==> src/rtl/uart_cmd_pkg.sv <==
// Shared definitions for the UART command receiver.
//   CMD_SYNC    : required value of header byte bits [7:3]
//   OPC_W       : ALU opcode width
//   rx_state_e  : byte receiver states
//   asm_state_e : frame assembler states
//   hdr_ok()    : header byte acceptance test
package uart_cmd_pkg;

    localparam logic [4:0] CMD_SYNC = 5'b10100;
    localparam int         OPC_W    = 3;

    typedef enum logic [2:0] {
        RX_IDLE,
        RX_START,
        RX_DATA,
        RX_STOP,
        RX_BREAK
    } rx_state_e;

    typedef enum logic [1:0] {
        ASM_HDR,
        ASM_GET_A,
        ASM_GET_B
    } asm_state_e;

    function automatic logic hdr_ok(input logic [7:0] b);
        return b[7:3] == CMD_SYNC;
    endfunction

endpackage

==> src/rtl/uart_rx.sv <==
// 8N1 UART byte receiver with a 2-FF input synchroniser.
//   clock       : sole clock, rising edge
//   reset       : synchronous, active high
//   rx          : asynchronous serial line, idle high
//   byte_strobe : one-cycle pulse, byte_data valid
//   byte_data   : last received byte
//   frame_err   : one-cycle pulse, stop bit sampled low
//   rx_idle     : receiver waiting for a start edge
//
// state    | meaning
// ---------+-------------------------------------------------------
// RX_IDLE  | line idle, waiting for synchronised rx to go low
// RX_START | half-bit wait, re-sample to reject glitches
// RX_DATA  | sample 8 data bits, one per bit time, LSB first
// RX_STOP  | sample stop bit; high -> strobe, low -> frame_err
// RX_BREAK | stop bit was low; wait for rx high before re-arming
module uart_rx
    import uart_cmd_pkg::*;
#(
    parameter int CLKS_PER_BIT = 434
) (
    input  logic       clock,
    input  logic       reset,
    input  logic       rx,
    output logic       byte_strobe,
    output logic [7:0] byte_data,
    output logic       frame_err,
    output logic       rx_idle
);

    localparam int            CW      = $clog2(CLKS_PER_BIT);
    localparam logic [CW-1:0] FULL_LD = CW'(CLKS_PER_BIT - 1);
    localparam logic [CW-1:0] HALF_LD = CW'(CLKS_PER_BIT / 2 - 1);

    logic          rx_meta_q, rx_sync_q;
    rx_state_e     state_q, state_d;
    logic [CW-1:0] cnt_q, cnt_d;
    logic [2:0]    bit_q, bit_d;
    logic [7:0]    sh_q, sh_d;
    logic          strobe_q, strobe_d;
    logic [7:0]    data_q, data_d;
    logic          ferr_q, ferr_d;

    // Sampling points are reached when the bit-time down-counter hits zero.
    always_comb begin
        state_d  = state_q;
        cnt_d    = cnt_q;
        bit_d    = bit_q;
        sh_d     = sh_q;
        strobe_d = 1'b0;
        data_d   = data_q;
        ferr_d   = 1'b0;
        case (state_q)
            RX_IDLE: begin
                // Only reachable with the line high, so a low level here is a falling edge.
                if (!rx_sync_q) begin
                    state_d = RX_START;
                    cnt_d   = HALF_LD;
                    bit_d   = 3'd0;
                end
            end
            RX_START: begin
                if (cnt_q != '0) begin
                    cnt_d = cnt_q - 1'b1;
                end else if (rx_sync_q) begin
                    state_d = RX_IDLE;
                end else begin
                    state_d = RX_DATA;
                    cnt_d   = FULL_LD;
                end
            end
            RX_DATA: begin
                if (cnt_q != '0) begin
                    cnt_d = cnt_q - 1'b1;
                end else begin
                    sh_d  = {rx_sync_q, sh_q[7:1]};
                    cnt_d = FULL_LD;
                    if (bit_q == 3'd7) begin
                        state_d = RX_STOP;
                    end else begin
                        bit_d = bit_q + 1'b1;
                    end
                end
            end
            RX_STOP: begin
                if (cnt_q != '0) begin
                    cnt_d = cnt_q - 1'b1;
                end else if (rx_sync_q) begin
                    strobe_d = 1'b1;
                    data_d   = sh_q;
                    state_d  = RX_IDLE;
                end else begin
                    ferr_d  = 1'b1;
                    state_d = RX_BREAK;
                end
            end
            RX_BREAK: begin
                if (rx_sync_q) begin
                    state_d = RX_IDLE;
                end
            end
            default: state_d = RX_IDLE;
        endcase
    end

    always_ff @(posedge clock) begin
        if (reset) begin
            rx_meta_q <= 1'b1;
            rx_sync_q <= 1'b1;
            state_q   <= RX_IDLE;
            cnt_q     <= '0;
            bit_q     <= '0;
            sh_q      <= '0;
            strobe_q  <= 1'b0;
            data_q    <= '0;
            ferr_q    <= 1'b0;
        end else begin
            rx_meta_q <= rx;
            rx_sync_q <= rx_meta_q;
            state_q   <= state_d;
            cnt_q     <= cnt_d;
            bit_q     <= bit_d;
            sh_q      <= sh_d;
            strobe_q  <= strobe_d;
            data_q    <= data_d;
            ferr_q    <= ferr_d;
        end
    end

    assign byte_strobe = strobe_q;
    assign byte_data   = data_q;
    assign frame_err   = ferr_q;
    assign rx_idle     = (state_q == RX_IDLE);

endmodule

==> src/rtl/uart_cmd_rx.sv <==
// Serial command receiver: assembles 3-byte frames (header/opcode, A, B)
// from the UART byte stream and presents them on a valid/ready port.
//   clock, reset     : sole clock (rising edge), synchronous active-high reset
//   rx               : asynchronous serial line, idle high
//   cmd_valid/ready  : command handshake
//   cmd_opcode/a/b   : held command fields
//   frame_err        : one-cycle pulse, stop bit low
//   hdr_err          : one-cycle pulse, header byte rejected
//   overrun          : one-cycle pulse, completed frame dropped
//
// state     | meaning
// ----------+------------------------------------------------
// ASM_HDR   | waiting for a header byte matching CMD_SYNC
// ASM_GET_A | header accepted, waiting for operand A
// ASM_GET_B | operand A held, waiting for operand B
module uart_cmd_rx
    import uart_cmd_pkg::*;
#(
    parameter int CLKS_PER_BIT = 434,
    parameter int TIMEOUT_BITS = 20
) (
    input  logic             clock,
    input  logic             reset,
    input  logic             rx,
    output logic             cmd_valid,
    input  logic             cmd_ready,
    output logic [OPC_W-1:0] cmd_opcode,
    output logic [7:0]       cmd_a,
    output logic [7:0]       cmd_b,
    output logic             frame_err,
    output logic             hdr_err,
    output logic             overrun
);

    localparam int            TOUT_CYC = TIMEOUT_BITS * CLKS_PER_BIT;
    localparam int            TW       = $clog2(TOUT_CYC);
    localparam logic [TW-1:0] TOUT_LD  = TW'(TOUT_CYC - 1);

    logic       rx_strobe, rx_ferr, rx_idle;
    logic [7:0] rx_byte;

    uart_rx #(
        .CLKS_PER_BIT(CLKS_PER_BIT)
    ) u_rx (
        .clock      (clock),
        .reset      (reset),
        .rx         (rx),
        .byte_strobe(rx_strobe),
        .byte_data  (rx_byte),
        .frame_err  (rx_ferr),
        .rx_idle    (rx_idle)
    );

    asm_state_e       asm_q, asm_d;
    logic [OPC_W-1:0] opc_q, opc_d;
    logic [7:0]       a_q, a_d;
    logic [TW-1:0]    to_cnt_q, to_cnt_d;
    logic             hdr_err_q, hdr_err_d;
    logic             overrun_q, overrun_d;
    logic             cmd_valid_q, cmd_valid_d;
    logic [OPC_W-1:0] cmd_opc_q, cmd_opc_d;
    logic [7:0]       cmd_a_q, cmd_a_d;
    logic [7:0]       cmd_b_q, cmd_b_d;
    logic             frame_done;
    logic             accept;

    always_comb begin
        asm_d       = asm_q;
        opc_d       = opc_q;
        a_d         = a_q;
        to_cnt_d    = TOUT_LD;
        hdr_err_d   = 1'b0;
        frame_done  = 1'b0;
        overrun_d   = 1'b0;
        cmd_opc_d   = cmd_opc_q;
        cmd_a_d     = cmd_a_q;
        cmd_b_d     = cmd_b_q;
        accept      = cmd_valid_q && cmd_ready;
        cmd_valid_d = cmd_valid_q && !accept;

        if (rx_ferr) begin
            asm_d = ASM_HDR;
        end else if (rx_strobe) begin
            case (asm_q)
                ASM_HDR: begin
                    if (hdr_ok(rx_byte)) begin
                        opc_d = rx_byte[OPC_W-1:0];
                        asm_d = ASM_GET_A;
                    end else begin
                        hdr_err_d = 1'b1;
                    end
                end
                ASM_GET_A: begin
                    a_d   = rx_byte;
                    asm_d = ASM_GET_B;
                end
                ASM_GET_B: begin
                    frame_done = 1'b1;
                    asm_d      = ASM_HDR;
                end
                default: asm_d = ASM_HDR;
            endcase
        end else if (asm_q != ASM_HDR && rx_idle) begin
            // Inter-byte gap timer; reloads whenever a byte is in flight.
            if (to_cnt_q == '0) begin
                asm_d = ASM_HDR;
            end else begin
                to_cnt_d = to_cnt_q - 1'b1;
            end
        end

        // A slot freed by acceptance this cycle can take the new frame.
        if (frame_done) begin
            if (!cmd_valid_q || accept) begin
                cmd_valid_d = 1'b1;
                cmd_opc_d   = opc_q;
                cmd_a_d     = a_q;
                cmd_b_d     = rx_byte;
            end else begin
                overrun_d = 1'b1;
            end
        end
    end

    always_ff @(posedge clock) begin
        if (reset) begin
            asm_q       <= ASM_HDR;
            opc_q       <= '0;
            a_q         <= '0;
            to_cnt_q    <= TOUT_LD;
            hdr_err_q   <= 1'b0;
            overrun_q   <= 1'b0;
            cmd_valid_q <= 1'b0;
            cmd_opc_q   <= '0;
            cmd_a_q     <= '0;
            cmd_b_q     <= '0;
        end else begin
            asm_q       <= asm_d;
            opc_q       <= opc_d;
            a_q         <= a_d;
            to_cnt_q    <= to_cnt_d;
            hdr_err_q   <= hdr_err_d;
            overrun_q   <= overrun_d;
            cmd_valid_q <= cmd_valid_d;
            cmd_opc_q   <= cmd_opc_d;
            cmd_a_q     <= cmd_a_d;
            cmd_b_q     <= cmd_b_d;
        end
    end

    assign cmd_valid  = cmd_valid_q;
    assign cmd_opcode = cmd_opc_q;
    assign cmd_a      = cmd_a_q;
    assign cmd_b      = cmd_b_q;
    assign frame_err  = rx_ferr;
    assign hdr_err    = hdr_err_q;
    assign overrun    = overrun_q;

endmodule

==> config.mk <==
export PLATFORM = sky130hd
export DESIGN_NAME = uart_cmd_rx
export DESIGN_NICKNAME = d
export VERILOG_FILES = /design/src/rtl/uart_cmd_pkg.sv /design/src/rtl/uart_rx.sv /design/src/rtl/uart_cmd_rx.sv
export SDC_FILE = /design/constraint.sdc
export NUM_CORES = 1
export LEC_CHECK = 0
export CELL_PAD_IN_SITES_DETAIL_PLACEMENT = 0
export CELL_PAD_IN_SITES_GLOBAL_PLACEMENT = 2
export CORE_ASPECT_RATIO = 1.1
export CORE_MARGIN = 2
export CORE_UTILIZATION = 37
export DETAILED_ROUTE_END_ITERATION = 10
export PLACE_DENSITY_LB_ADDON = 0.1
export SYNTH_ARGS = -nofsm -noshare
export SYNTH_HDL_FRONTEND = slang
export SYNTH_SLANG_ARGS = --single-unit
==> constraint.sdc <==
create_clock -name clock -period 2.11 [get_ports clock]
set_input_delay 0.211 -clock clock [delete_from_list [all_inputs] [get_ports clock]]
set_output_delay 0.211 -clock clock [all_outputs]
set_load 0.005 [all_outputs]
==> results of run 1 <==
-- stage by stage --
stage | setup WS [ns] | total power (W) | cells
4_1_cts | 0.115 | 0.00333 | 537
2_1_floorplan | 0.297 | 0.00190 | 380
5_1_grt | 0.0214 | 0.00344 | 537
3_3_place_gp | 0.158 | 0.00200 | 521
3_5_place_dp | 0.131 | 0.00199 | 521
6_report | 0.209 | 0.00328 | 537
-- cell type report --
cell class / instances / area (um^2) / share of cell area (%)
Clock buffer: 10 / 138 / 3.21
Clock inverter: 6 / 95.1 / 2.22
Inverter: 9 / 33.8 / 0.789
Multi-Input combinational cell: 271 / 1810 / 42.4
Sequential cell: 84 / 1680 / 39.3
Tap cell: 117 / 146 / 3.42
Timing Repair Buffer: 40 / 373 / 8.71
-- placed cells by master (no fill, tap or decap), types with 3 or more instances in the layout --
| cell type | count |
|---|---|
| a21oi_1 | 16 |
| ha_1 | 5 |
| mux2i_1 | 39 |
| nor4_1 | 3 |
| a211oi_1 | 3 |
| inv_1 | 9 |
| or3_1 | 4 |
| clkbuf_8 | 10 |
| nor2_1 | 57 |
| nand4b_1 | 3 |
| nand4_1 | 4 |
| o21ai_0 | 10 |
| nor3_1 | 9 |
| a221oi_1 | 3 |
| o32ai_1 | 3 |
| clkdlybuf4s50_1 | 25 |
| dfxtp_1 | 84 |
| buf_4 | 13 |
| a31oi_1 | 3 |
| xor2_1 | 6 |
| nand3_1 | 11 |
| or2_2 | 3 |
| nand3b_1 | 3 |
| nand2_1 | 38 |
| nand2b_1 | 3 |
| xnor2_1 | 3 |
-- Yosys cell counts, drive strengths merged, types with 3 or more instances --
cell | number | area [um^2]
nand3 | 11 | 55.1
xnor2 | 3 | 26.3
nand2b | 3 | 18.8
clkbuf | 11 | 41.3
mux2i | 39 | 390
o32ai | 3 | 26.3
o21ai | 12 | 60.1
a211oi | 3 | 22.5
nand2 | 38 | 143
nor4b | 3 | 41.3
or3 | 6 | 47.5
o31ai | 3 | 50.1
nand4b | 3 | 26.3
xor2 | 6 | 52.6
nor3 | 9 | 45.0
nor2 | 57 | 214
or2 | 3 | 18.8
dfxtp | 84 | 1680
buf | 5 | 23.8
nor3b | 3 | 27.5
a221oi | 3 | 26.3
inv | 9 | 33.8
a31oi | 3 | 18.8
a21oi | 16 | 80.1
nor4 | 5 | 61.3
ha | 5 | 62.6
nand3b | 3 | 22.5
nand4 | 5 | 37.5
-- final timing paths --
path	from	end
worst min register to register	u_rx.rx_meta_q	u_rx.rx_sync_q
worst max-delay path	u_rx.cnt_q[0]	u_rx.bit_q[0]
worst max register to register	u_rx.cnt_q[0]	u_rx.bit_q[0]
worst min-delay path	reset	asm_q[0]
-- critical path, stage by stage (launching register included) --
cell,delay (ns)
dfxtp_1,0.34
inv_1,0.08
ha_1,0.22
nor4b_4,0.38
buf_4,0.20
nand4_2,0.10
or3_1,0.37
a21oi_1,0.15
-- state kept, by name, indices dropped and copies added, names as in the netlist --
register and cells:
cmd_opcode 3, hdr_err 1, cmd_a 8, a_q 8, u_rx.rx_meta_q 1, u_rx.cnt_q 9
u_rx.rx_sync_q 1, asm_q 2, u_rx.sh_q 8, opc_q 3, cmd_valid 1, overrun 1
cmd_b 8, to_cnt_q 14, u_rx.byte_data 8, u_rx.byte_strobe 1, u_rx.bit_q 3, u_rx.state_q 3
u_rx.frame_err 1
-- kinds of logic after synthesis --
| kind of cell | Yosys count | synth area share [%] |
|---|---|---|
| flops | 84 | 46.8 |
| fa+ha+maj | 5 | 1.74 |
| buf+inv | 25 | 2.75 |
| compound gates | 55 | 11.1 |
| xor+xnor | 9 | 2.19 |
| simple gates | 162 | 24.2 |
| mux | 40 | 11.2 |
-- per-layer routing --
layer | part of all wire [%] | track usage (%) | wire (um) | up-vias
met5 | 0 | 0 | 0 | -
met4 | 1.2 | 5.36 | 93 | 0
met3 | 3.4 | 4.61 | 259 | 8
met2 | 46 | 23.7 | 3520 | 49
met1 | 50 | 20.4 | 3840 | 1310
li1 | - | - | - | 1418
-- report_power, final --
group          total, W  leakage (nW)  internal (W)  switching [W]
Clock           0.00132         0.111      0.000712       0.000605
Sequential      0.00164         0.678       0.00160      0.0000398
Combinational  0.000320         0.950      0.000134       0.000186
Total           0.00328          1.74       0.00245       0.000832
==> results.yml, run 1 <==
die:
  core_mm2: 0.00940
  initial_core_util_pct: 38.2
  die_x_um: 97.9
  rows: 37
  pin_count: 27
  die-area_mm2: 0.0105
  die_h_um: 107
clock_tree:
  tritoncts: "built"
  clkSinkCount: 84
  cts_resized: 0
  h-tree-depth: 3
  cts_inserted_buffers: 9
  clk_path_buf_depth: 2
  path_clk_slew_ns: 0.09
  cts_root_buf: "clkbuf_8"
  cts_setup_buffers: 0
  cts_hold_buf: 0
  clk-insertion-delay-late_ns: 0.34
grt:
  first_global_vias: 2574
  grt-ovfl-total: 0
  grt_usage_pct: 15.4
  antenna_found_initial: 0
  grt_max_degree: 69
  grt_pass1_wl_um: 12800
routing:
  drtPass1Iterations: 6
  routed_wl_um: 7710
  drc: 0
  ant_nets: 0
  first_iter_violations: 170
  vias_per_cell: 5.19
  routedWlPerCell_um: 14.4
  vias: 2785
synth:
  synth_edf_count: 0
  yosysUniqueCellTypes: 60
  ys_seq_elements: 84
  syn_inst: 380
  syn-num-nets: 389
  syn_area_mm2: 0.00359
  ys_warn_count: 0
  synthFlopType: "dfxtp_1"
  synth_async_sr_flop_share_pct: 0
  synth-seq-area-share_pct: 46.8
  syn_avg_cell_area_um2: 9.45
layout:
  final_core_util_pct: 45.6
  nFillCells: 956
  final_nets: 424
  syn2layout_area_growth_pct: 19.2
  final_cell_area_mm2: 0.00428
  antenna_cells: 0
  drive_gt1_share_pct: 12.1
run_status:
  status: "complete, no violations"
pwr:
  leakagePower_nw: 1.74
  ir_drop_v: 0.000355
  powerDensity_mw_per_mm2: 766
worst_setup_path:
  reg2reg_setup_slack_ns: 0.21
  crit_arrival_ns: 2.18
  reg2reg_depth: 7
  worstSetupPathType: "reg2reg"
  cp-start-kind: "flip-flop"
  crit_path_max_fanout: 6
  required_ns: 2.38
  end_kind: "flip-flop"
sta:
  setup-tns-final_ns: 0
  min_period_ns: 1.90
  finClkSkew_ns: 0.00679
  setup_viol: 0
  timing.final.crit_share_pct: 90.1
  final-hold-violation-count: 0
  holdWs_ns: 0.221
  max_freq_mhz: 526
  relSlewSlack_pct: 51.6
  rsz0062_at_grt: "no"
  worstMarginPinSlew_ns: 0.726
  final-max-slew-violation-count: 0
job:
  maxCapViolations: 0
placed_design:
  dp_hpwl_um: 5440
  port_buffers: 26
  placed_cell_area_mm2: 0.00405
  gp_congestion: 0.902
min_path:
  hold_depth: 4
  hold_path.class: "in2reg"
(Power assumes the default switching activity.)
==> inputs of run 2 (changes only) <==
SYNTH_HIERARCHICAL = 1   (was not set)
==> results.yml, run 2 <==
run_status:
  status: "complete, no violations"
grt:
  grt_usage_pct: 15.9
  grtUsageMet3_pct: 2.63
  first_global_vias: 2735
  grt_max_degree: 46
  grt-ovfl-total: 0
  busiest_layer: "met2"
  grt.met1_usage_pct: 20.9
  antenna_found_initial: 0
  grt_pass1_wl_um: 13600
  met2_usage_pct: 25.3
pwr:
  ir_drop_v: 0.000422
  powerDensity_mw_per_mm2: 757
  leakagePower_nw: 1.71
synth:
  syn_area_mm2: 0.00368
  ys_warn_count: 6
  yosysUniqueCellTypes: 69
  synth-seq-area-share_pct: 45.7
  synth_top_family_by_area: "simple AND/OR/NAND/NOR gates"
  synth_async_sr_flop_share_pct: 0
  muxShareOfSynthArea_pct: 11.1
  synth_common_cells: "dfxtp_1 (84), nor2_1 (57), mux2i_1 (41)"
  yosysMostFrequentCell: "dfxtp_1"
  synth.area.top_cells: "dfxtp_1 (46%), mux2i_1 (11%), nor2_1 (5.8%)"
  syn-num-nets: 383
  synth_top_area_share_pct: 45.7
  synth-compound-area-share_pct: 12.5
  syn_inst: 374
  syn_avg_cell_area_um2: 9.84
  yosys.area_share.xor_xnor_pct: 2.14
  synth_edf_count: 0
  synthFlopType: "dfxtp_1"
  yosys.area_share.simple_pct: 22.7
  ys_seq_elements: 84
  yosys.area.top_type: "dfxtp_1"
  synth_fa_ha_area_share_pct: 1.70
layout:
  largest-register: "to_cnt_q"
  antenna_cells: 0
  final_cell_area_mm2: 0.00432
  reg_top3: "to_cnt_q: 14 flops, u_rx/cnt_q: 9 flops"
  final_common_cell: "dfxtp_1"
  layout_common_cells: "dfxtp_1 (84), nor2_1 (57), mux2i_1 (41)"
  final_nets: 418
  largest_reg_flops: 14
  syn2layout_area_growth_pct: 17.4
  drive_gt1_share_pct: 13.8
die:
  rows: 38
  core_mm2: 0.00979
  die_x_um: 99.1
  pin_count: 27
  die-area_mm2: 0.0108
  initial_core_util_pct: 37.6
  die_h_um: 109
worst_setup_path:
  reg2reg_depth: 6
  slowest_delay_ns: 0.50
  timing.rr.end: "u_rx/cnt_q[5]"
  end_kind: "flip-flop"
  r2r_start: "u_rx/cnt_q[0]"
  cp-start-kind: "flip-flop"
  cp_top_family: "compound AO/OA/AOI/OAI gates"
  path_cells: "inv_1 -> ha_1 -> or4b_4 -> o211ai_2 -> a22oi_1 -> o221a_2"
  required_ns: 2.38
  worstSetupPathType: "reg2reg"
  reg2reg_setup_slack_ns: 0.12
  crit_path_max_fanout: 7
  slowest_stage: "or4b_4"
  crit_arrival_ns: 2.26
  cp.buffers_inverters: 1
sta:
  relSlewSlack_pct: 61.4
  min_period_ns: 1.99
  final-max-slew-violation-count: 0
  setup-tns-final_ns: 0
  finClkSkew_ns: 0.0113
  max_freq_mhz: 503
  worstMarginPinSlew_ns: 0.578
  setup_viol: 0
  rsz0062_at_grt: "no"
  timing.final.crit_share_pct: 94.3
  final-hold-violation-count: 0
min_path:
  whs_endpoint: "asm_q[0]"
  hold_depth: 4
  hold_path.class: "in2reg"
  hold_start: "reset"
clock_tree:
  clk_path_buf_depth: 2
  clk-insertion-delay-late_ns: 0.37
  path_clk_slew_ns: 0.09
  clkSinkCount: 84
  cts_hold_buf: 0
  cts_root_buf: "clkbuf_8"
  cts_inserted_buffers: 9
  h-tree-depth: 3
  tritoncts: "built"
placed_design:
  gp_congestion: 0.774
  dp_hpwl_um: 5490
  placed_cell_area_mm2: 0.00408
  port_buffers: 26
routing:
  drc: 0
  ant_nets: 0
  vias_per_cell: 5.19
  drtPass1Iterations: 4
  first_iter_violations: 65
  vias: 2774
  routed_wl_um: 7920
  routedWlPerCell_um: 14.8
job:
  maxCapViolations: 0
## run 2: changes by cell type after synthesis, moves of 3 or more
cell / delta
inv_1: +4
a22oi_1: +5
a211oi_1: -3
nand2_1: -5
o21ai_0: -5
buf_4: +3
clkbuf_1: -5
a221oi_1: -3
## run 2: worst max-delay path by stage
| stage | slack, ns | cells after the start | to | startpoint |
|---|---|---|---|---|
| floorplan | 0.28 | 6 | u_rx/cnt_q[6] | u_rx/cnt_q[0] |
| global placement | 0.17 | 6 | u_rx/cnt_q[5] | u_rx/cnt_q[0] |
| detailed placement | 0.15 | 6 | u_rx/cnt_q[6] | u_rx/cnt_q[0] |
| CTS | 0.13 | 6 | u_rx/cnt_q[5] | u_rx/cnt_q[0] |
| global route | 0.004 | 6 | u_rx/cnt_q[1] | u_rx/cnt_q[0] |
| finish | 0.12 | 6 | u_rx/cnt_q[5] | u_rx/cnt_q[0] |
## run 2: kinds of logic (layout without fill, tap and decap cells)
kind of cell    count (synthesis)  count (layout)
xor+xnor                        9               9
simple gates                  151             151
flops                          84              84
mux                            41              41
buf+inv                        29              69
fa+ha+maj                       5               5
compound gates                 55              55
## run 2: what timing repair did
item | 4_1_cts | 5_1_grt
buffers inserted | 0 | 2
gates resized for setup | 0 | 0
endpoints found under the setup margin | 0 | 1
## run 2: worst register-to-register path, cell delays in order, from the launching register on
cell and delay (ns):
dfxtp_1 0.34, inv_1 0.10, ha_1 0.20, or4b_4 0.50, o211ai_2 0.34, a22oi_1 0.16, o221a_2 0.26
## run 2: cell type report
class	instances	area, um^2
Clock buffer	10	128
Clock inverter	6	96.3
Fill cell	986	5470
Inverter	13	48.8
Multi-Input combinational cell	261	1860
Sequential cell	84	1680
Tap cell	120	150
Timing Repair Buffer	40	360
## run 2: power breakdown
group	leakage (nW)	total, W	internal (W)	switching, W
Combinational	0.920	0.000327	0.000149	0.000178
Clock	0.109	0.00131	0.000682	0.000625
Sequential	0.678	0.00164	0.00160	0.0000357
Total	1.71	0.00327	0.00243	0.000839
## run 2: through the flow
stage               hold WS (ns)  std cells  utilization, %  setup slack (ns)  power [W]
finish                     0.225        534            44.1             0.120    0.00327
global route               0.239        534            44.1           0.00381    0.00341
CTS                        0.226        532            44.0             0.126    0.00329
detailed placement         0.397        516            41.7             0.147    0.00199
global placement           0.395        516            41.7             0.171    0.00199
floorplan                  0.315        374               -             0.285    0.00190
## run 2: routing by layer
metal,routed length [um],vias up
met1,4020,1323
met4,146,0
met5,0,-
met3,218,11
met2,3540,33
li1,-,1407
